**src/rtl/alu_seq_ctrl.sv**
```systemverilog
// Issue-to-ALU sequencer: one operation in flight, multicycle FP window,
// write-back with backpressure and a sticky halt on overflow or illegal opcode.

`ifndef OP_ADD
`define OP_ADD    6'h00
`define OP_SUB    6'h01
`define OP_ADDI   6'h02
`define OP_MUL    6'h03
`define OP_AND    6'h04
`define OP_OR     6'h05
`define OP_XOR    6'h06
`define OP_SLL    6'h07
`define OP_SRL    6'h08
`define OP_SRA    6'h09
`define OP_SLT    6'h0A
`define OP_BEQ    6'h0B
`define OP_BNE    6'h0C
`define OP_FP_ADD 6'h10
`define OP_FP_SUB 6'h11
`define OP_FP_MUL 6'h12
`endif

module alu_seq_ctrl #(
    parameter int unsigned DATA_WIDTH   = 32,
    parameter int unsigned OPCODE_WIDTH = 6,
    parameter int unsigned TAG_WIDTH    = 5,
    parameter int unsigned FP_CYCLES    = 2,
    parameter int unsigned CNT_WIDTH    = 16
) (
    input  logic                    i_clk,
    input  logic                    i_rst_n,
    input  logic                    i_valid,
    output logic                    o_ready,
    input  logic [OPCODE_WIDTH-1:0] i_op_mode,
    input  logic [DATA_WIDTH-1:0]   i_data_a,
    input  logic [DATA_WIDTH-1:0]   i_data_b,
    input  logic [TAG_WIDTH-1:0]    i_rd,
    output logic [OPCODE_WIDTH-1:0] o_alu_op,
    output logic [DATA_WIDTH-1:0]   o_alu_a,
    output logic [DATA_WIDTH-1:0]   o_alu_b,
    input  logic [DATA_WIDTH-1:0]   i_alu_data,
    input  logic                    i_alu_overflow,
    output logic                    o_wb_valid,
    input  logic                    i_wb_ready,
    output logic [DATA_WIDTH-1:0]   o_wb_data,
    output logic [TAG_WIDTH-1:0]    o_wb_rd,
    output logic                    o_halt,
    output logic [1:0]              o_halt_cause,
    output logic [CNT_WIDTH-1:0]    o_retired
);

    localparam int unsigned EXEC_CW = 4;
    localparam logic [EXEC_CW-1:0] FP_LOAD = EXEC_CW'(FP_CYCLES - 1);

    localparam logic [1:0] CAUSE_NONE = 2'b00;
    localparam logic [1:0] CAUSE_OVF  = 2'b01;
    localparam logic [1:0] CAUSE_ILL  = 2'b10;

    typedef enum logic [1:0] {S_IDLE, S_EXEC, S_WB, S_HALT} state_t;

    state_t                  r_state,   w_state_nxt;
    logic [EXEC_CW-1:0]      r_cnt,     w_cnt_nxt;
    logic [OPCODE_WIDTH-1:0] r_op,      w_op_nxt;
    logic [DATA_WIDTH-1:0]   r_a,       w_a_nxt;
    logic [DATA_WIDTH-1:0]   r_b,       w_b_nxt;
    logic [TAG_WIDTH-1:0]    r_rd,      w_rd_nxt;
    logic [DATA_WIDTH-1:0]   r_wb_data, w_wb_data_nxt;
    logic [1:0]              r_cause,   w_cause_nxt;
    logic [CNT_WIDTH-1:0]    r_retired, w_retired_nxt;

    function automatic logic f_is_legal(input logic [OPCODE_WIDTH-1:0] op);
        logic legal;
        legal = 1'b0;
        case (op)
            `OP_ADD, `OP_SUB, `OP_ADDI, `OP_MUL,
            `OP_AND, `OP_OR, `OP_XOR,
            `OP_SLL, `OP_SRL, `OP_SRA,
            `OP_SLT, `OP_BEQ, `OP_BNE,
            `OP_FP_ADD, `OP_FP_SUB, `OP_FP_MUL: legal = 1'b1;
            default:                            legal = 1'b0;
        endcase
        return legal;
    endfunction

    function automatic logic f_is_fp(input logic [OPCODE_WIDTH-1:0] op);
        logic fp;
        fp = 1'b0;
        case (op)
            `OP_FP_ADD, `OP_FP_SUB, `OP_FP_MUL: fp = 1'b1;
            default:                            fp = 1'b0;
        endcase
        return fp;
    endfunction

    // Only these opcodes can raise a halting overflow; the flag is noise otherwise.
    function automatic logic f_is_int_arith(input logic [OPCODE_WIDTH-1:0] op);
        logic ia;
        ia = 1'b0;
        case (op)
            `OP_ADD, `OP_SUB, `OP_ADDI, `OP_MUL: ia = 1'b1;
            default:                             ia = 1'b0;
        endcase
        return ia;
    endfunction

    always_comb begin
        w_state_nxt   = r_state;
        w_cnt_nxt     = r_cnt;
        w_op_nxt      = r_op;
        w_a_nxt       = r_a;
        w_b_nxt       = r_b;
        w_rd_nxt      = r_rd;
        w_wb_data_nxt = r_wb_data;
        w_cause_nxt   = r_cause;
        w_retired_nxt = r_retired;

        case (r_state)
            S_IDLE: begin
                if (i_valid) begin
                    if (f_is_legal(i_op_mode)) begin
                        w_op_nxt    = i_op_mode;
                        w_a_nxt     = i_data_a;
                        w_b_nxt     = i_data_b;
                        w_rd_nxt    = i_rd;
                        w_cnt_nxt   = f_is_fp(i_op_mode) ? FP_LOAD : '0;
                        w_state_nxt = S_EXEC;
                    end else begin
                        w_cause_nxt = CAUSE_ILL;
                        w_state_nxt = S_HALT;
                    end
                end
            end

            S_EXEC: begin
                if (r_cnt != '0) begin
                    w_cnt_nxt = r_cnt - 1'b1;
                end else if (i_alu_overflow && f_is_int_arith(r_op)) begin
                    w_cause_nxt = CAUSE_OVF;
                    w_state_nxt = S_HALT;
                end else begin
                    w_wb_data_nxt = i_alu_data;
                    w_state_nxt   = S_WB;
                end
            end

            S_WB: begin
                if (i_wb_ready) begin
                    if (r_retired != '1) begin
                        w_retired_nxt = r_retired + 1'b1;
                    end
                    w_state_nxt = S_IDLE;
                end
            end

            S_HALT: begin
                w_state_nxt = S_HALT;
            end

            default: begin
                w_state_nxt = S_IDLE;
            end
        endcase
    end

    always_ff @(posedge i_clk or negedge i_rst_n) begin
        if (!i_rst_n) begin
            r_state   <= S_IDLE;
            r_cnt     <= '0;
            r_op      <= '0;
            r_a       <= '0;
            r_b       <= '0;
            r_rd      <= '0;
            r_wb_data <= '0;
            r_cause   <= CAUSE_NONE;
            r_retired <= '0;
        end else begin
            r_state   <= w_state_nxt;
            r_cnt     <= w_cnt_nxt;
            r_op      <= w_op_nxt;
            r_a       <= w_a_nxt;
            r_b       <= w_b_nxt;
            r_rd      <= w_rd_nxt;
            r_wb_data <= w_wb_data_nxt;
            r_cause   <= w_cause_nxt;
            r_retired <= w_retired_nxt;
        end
    end

    assign o_ready      = (r_state == S_IDLE);
    assign o_wb_valid   = (r_state == S_WB);
    assign o_halt       = (r_state == S_HALT);
    assign o_halt_cause = r_cause;
    assign o_alu_op     = r_op;
    assign o_alu_a      = r_a;
    assign o_alu_b      = r_b;
    assign o_wb_data    = r_wb_data;
    assign o_wb_rd      = r_rd;
    assign o_retired    = r_retired;

endmodule

```
**config.mk**
```make
export PLATFORM = sky130hd
export DESIGN_NAME = alu_seq_ctrl
export DESIGN_NICKNAME = d
export VERILOG_FILES = /design/src/rtl/alu_seq_ctrl.sv
export SDC_FILE = /design/constraint.sdc
export NUM_CORES = 1
export LEC_CHECK = 0
export CAP_MARGIN = 20
export CORE_MARGIN = 3
export CORE_UTILIZATION = 35
export CTS_CLUSTER_DIAMETER = 150
export DETAILED_ROUTE_END_ITERATION = 8
export PLACE_DENSITY = 0.66
export SLEW_MARGIN = 40
export SYNTH_ARGS = -nofsm -noshare
export SYNTH_HDL_FRONTEND = slang
export SYNTH_SLANG_ARGS = --single-unit
export TNS_END_PERCENT = 5
```
**constraint.sdc**
```tcl
create_clock -name i_clk -period 2.4 [get_ports i_clk]
set_clock_uncertainty 0.1 [all_clocks]
set_input_delay 0.48 -clock i_clk [delete_from_list [all_inputs] [get_ports i_clk]]
set_output_delay 0.48 -clock i_clk [all_outputs]
set_load 0.1 [all_outputs]
```
==> impl_metrics.xml <==
<?xml version="1.0" encoding="UTF-8"?>
<metrics>
  <group name="worst_setup_path">
    <metric name="worst-r2r-setup-slack" unit="ns">0.22</metric>
    <metric name="worst_ep_arrival_time" unit="ns">2.36</metric>
    <metric name="logic_depth_of_the_worst_register_to_register_path" unit="">7</metric>
    <metric name="critical-path-max-stage-delay" unit="ns">0.41</metric>
    <metric name="timing.critical_path.required" unit="ns">2.58</metric>
    <metric name="setup.worst_path.end_class" unit="">register</metric>
    <metric name="cp-endpoint" unit="">o_wb_data[5]$_DFFE_PN0P_</metric>
    <metric name="worst_setup_path_startpoint" unit="">r_cnt[0]$_DFFE_PN0P_</metric>
    <metric name="critical-path-slowest-cell" unit="">dfrtp_1</metric>
    <metric name="worstSetupPathType" unit="">reg2reg</metric>
    <metric name="r2r-end" unit="">o_wb_data[5]$_DFFE_PN0P_</metric>
    <metric name="timing.critical_path.fanout_max" unit="">16</metric>
    <metric name="timing.rr.start" unit="">r_cnt[0]$_DFFE_PN0P_</metric>
    <metric name="crit_chain" unit="">inv_1 -&gt; ha_1 -&gt; or3b_1 -&gt; nand2b_4 -&gt; nor2b_2 -&gt; buf_4 -&gt; mux2_2</metric>
    <metric name="critPathLaunchType" unit="">register</metric>
  </group>
  <group name="grt">
    <metric name="grt_pass1_vias" unit="">4194</metric>
    <metric name="grt_overflow_total" unit="">0</metric>
    <metric name="grt_pass1_wl" unit="microns">21600</metric>
    <metric name="globalRouteTotalUtil" unit="%">16.9</metric>
    <metric name="grt_max_degree" unit="">66</metric>
    <metric name="initial_antenna_violation_count" unit="">0</metric>
  </group>
  <group name="route">
    <metric name="drt_first_iter_violations" unit="">144</metric>
    <metric name="wl_met1" unit="microns">5010</metric>
    <metric name="topRoutingLayerUsed" unit="">met4</metric>
    <metric name="drc" unit="">0</metric>
    <metric name="firstDrtPassIters" unit="">6</metric>
    <metric name="antenna_left" unit="">0</metric>
    <metric name="detailroute.wirelength.met3" unit="microns">1620</metric>
    <metric name="detailroute.via_count" unit="">3829</metric>
    <metric name="route.final.wire_length" unit="microns">13600</metric>
    <metric name="detail_route.wl_per_cell" unit="microns">16.8</metric>
    <metric name="drt-vias-per-instance" unit="">4.73</metric>
    <metric name="route.met2.wl" unit="microns">6790</metric>
  </group>
  <group name="timing">
    <metric name="timing.max_slew.rel_slack" unit="%">72.4</metric>
    <metric name="rsz_0062_raised_after_global_routing" unit="">no</metric>
    <metric name="finalHoldViolCount" unit="">0</metric>
    <metric name="timing.fmax" unit="GHz">0.459</metric>
    <metric name="finalSetupViolCount" unit="">0</metric>
    <metric name="post-route-period-util" unit="%">90.7</metric>
    <metric name="timing.final.max_slew_violations" unit="">0</metric>
    <metric name="post-route-min-period" unit="ns">2.18</metric>
    <metric name="setup-tns-final" unit="ns">0</metric>
    <metric name="max_slew.worst_pin.slew" unit="ns">0.414</metric>
    <metric name="postLayoutSetupSlackWorst" unit="ns">0.222</metric>
  </group>
  <group name="clock_tree">
    <metric name="clkSinkCount" unit="">131</metric>
    <metric name="clk_transition_reported_paths" unit="ns">0.05</metric>
    <metric name="root_buffer" unit="">clkbuf_16</metric>
    <metric name="cts_inserted_buffers" unit="">17</metric>
    <metric name="tritoncts" unit="">yes</metric>
    <metric name="h_tree_levels" unit="">4</metric>
    <metric name="clk_latency" unit="ns">0.40</metric>
    <metric name="cts_buffer_depth" unit="">2</metric>
  </group>
  <group name="synthesis">
    <metric name="synth-async-reset-ratio" unit="%">100</metric>
    <metric name="synth.net_count" unit="">470</metric>
    <metric name="synth.lib_cells_used.distinct" unit="">37</metric>
    <metric name="synth.cell_area" unit="sq um">5250</metric>
    <metric name="synth_flop_cell" unit="">dfrtp_1</metric>
    <metric name="synth-seq-cells" unit="">131</metric>
    <metric name="netlist.area_leader.share" unit="%">62.4</metric>
    <metric name="synth-edff-count" unit="">0</metric>
    <metric name="postSynthCellCount" unit="">356</metric>
    <metric name="synth_top_area_cell" unit="">dfrtp_1</metric>
    <metric name="sequential_fraction_of_the_synthesis_area" unit="%">62.4</metric>
    <metric name="largest_cells_by_area_after_synthesis" unit="">dfrtp_1, mux2_2, xnor2_1</metric>
    <metric name="yosysWarningCount" unit="">0</metric>
    <metric name="synth_area_per_cell" unit="sq um">14.8</metric>
  </group>
  <group name="floorplanning">
    <metric name="design.die.area" unit="sq um">16500</metric>
    <metric name="die-width" unit="microns">128</metric>
    <metric name="initial_utilization" unit="%">36.0</metric>
    <metric name="coreArea" unit="sq um">14600</metric>
    <metric name="top_level_ports" unit="">240</metric>
    <metric name="row_count" unit="">44</metric>
    <metric name="fp.dieH" unit="microns">128</metric>
  </group>
  <group name="final_layout">
    <metric name="layout-area-overhead-vs-synth" unit="%">56.1</metric>
    <metric name="antenna_cells_inserted" unit="">0</metric>
    <metric name="drive_gt1_share" unit="%">45.1</metric>
    <metric name="final_nets" unit="">728</metric>
  </group>
  <group name="placed_design">
    <metric name="finalWeightedCongestion" unit="">0.719</metric>
    <metric name="post-place-ws" unit="ns">0.0377</metric>
    <metric name="detailedPlacementHpwl" unit="microns">10500</metric>
    <metric name="port_buffers" unit="">239</metric>
  </group>
  <group name="run">
    <metric name="max-cap-violations" unit="">0</metric>
  </group>
  <group name="outcome">
    <metric name="status" unit="">finished clean</metric>
  </group>
  <group name="worst_hold_path">
    <metric name="worst_hold_path_type" unit="">reg2reg</metric>
  </group>
</metrics>
[repair_timing]
action,in CTS,in global routing
setup endpoints to repair,0,0
hold endpoints to repair,33,0
resized for setup,0,0
hold buffers,1,0
setup buffers,0,0
[state kept, by name, summed over array words and instances, names as in the netlist]
| name | flops |
|---|---|
| o_alu_a | 32 |
| o_alu_b | 32 |
| o_wb_data | 32 |
| o_retired | 16 |
| o_alu_op | 6 |
| o_wb_rd | 5 |
| r_cnt | 4 |
| o_halt_cause | 2 |
| r_state | 2 |
[layout make-up]
cell class | count | area, sq um
Clock buffer | 21 | 460
Clock inverter | 9 | 108
Fill cell | 1216 | 6390
Inverter | 5 | 18.8
Multi-Input combinational cell | 208 | 1860
Sequential cell | 131 | 3280
Tap cell | 184 | 230
Timing Repair Buffer | 251 | 2240
[cells by family after synthesis]
kind of cell / share of synthesized area, %
AO/OA/AOI/OAI: 2.31
XOR/XNOR: 2.34
adder cells (fa/ha/maj): 0.476
buffers and inverters: 2.26
flip-flops: 62.4
multiplexers: 23.2
AND/OR/NAND/NOR: 7.03
[worst max-delay path, delay by kind of cell (launching register included)]
family / cells / cell delay [ns]
adder cells (fa/ha/maj): 1 / 0.15
buffers and inverters: 2 / 0.32
flip-flops: 1 / 0.41
multiplexers: 1 / 0.37
AND/OR/NAND/NOR: 3 / 0.71
[how the worst min path moves through the flow]
stage                           startpoint                           to  slack [ns]  cells after the start
5_1_grt          o_wb_data[22]$_DFFE_PN0P_    o_wb_data[22]$_DFFE_PN0P_        0.42                      1
3_5_place_dp                       i_rst_n      o_alu_b[23]$_DFFE_PN0P_        0.29                      1
4_1_cts        o_halt_cause[0]$_DFFE_PN0P_  o_halt_cause[0]$_DFFE_PN0P_        0.39                      1
6_report       o_halt_cause[0]$_DFFE_PN0P_  o_halt_cause[0]$_DFFE_PN0P_        0.39                      1
3_3_place_gp                       i_rst_n      o_alu_a[15]$_DFFE_PN0P_        0.29                      1
2_1_floorplan                      i_rst_n       o_alu_a[0]$_DFFE_PN0P_        0.08                      0
[metrics by stage]
step                      utilization, %  cells  hold WS [ns]  area (sq um)
after floorplan                        -    356        0.0844          5250
after global placement              52.2    778         0.293          7620
after detailed placement            52.2    778         0.291          7620
after CTS                           56.2    809         0.395          8200
after global routing                56.2    809         0.416          8200
final                               56.2    809         0.387          8200
[synth_stat cells (all sizes together) (2+ instances only)]
master	instances
dfrtp	131
mux2	108
nor2	13
buf	12
xnor2	11
nand2	10
nand3	8
nand4	8
inv	5
nor2b	5
o21ai	5
a21oi	4
and3	3
and4	3
nand2b	3
nor3	3
o22ai	3
xor2	3
a31oi	2
and2	2
ha	2
nand3b	2
[per-layer routing]
| metal | track usage, % | up-vias |
|---|---|---|
| met5 | 0 | - |
| met4 | 6.05 | 0 |
| met3 | 8.55 | 11 |
| met2 | 27.9 | 158 |
| met1 | 18.8 | 1858 |
| li1 | - | 1802 |
[cell usage in the layout (no fill, tap or decap), drive strengths merged, types with 3 or more instances in the layout]
cell,n
buf,140
dfrtp,131
clkdlybuf4s50,110
mux2,108
clkbuf,21
nor2,13
xnor2,11
nand2,10
nand4,8
nand3,8
inv,5
o21ai,5
nor2b,5
clkinv,5
a21oi,4
o22ai,3
nor3,3
and3,3
and4,3
xor2,3
nand2b,3
Power is not shown: default switching activity piles up to over one toggle a cycle in this logic, so the estimate is an artifact.
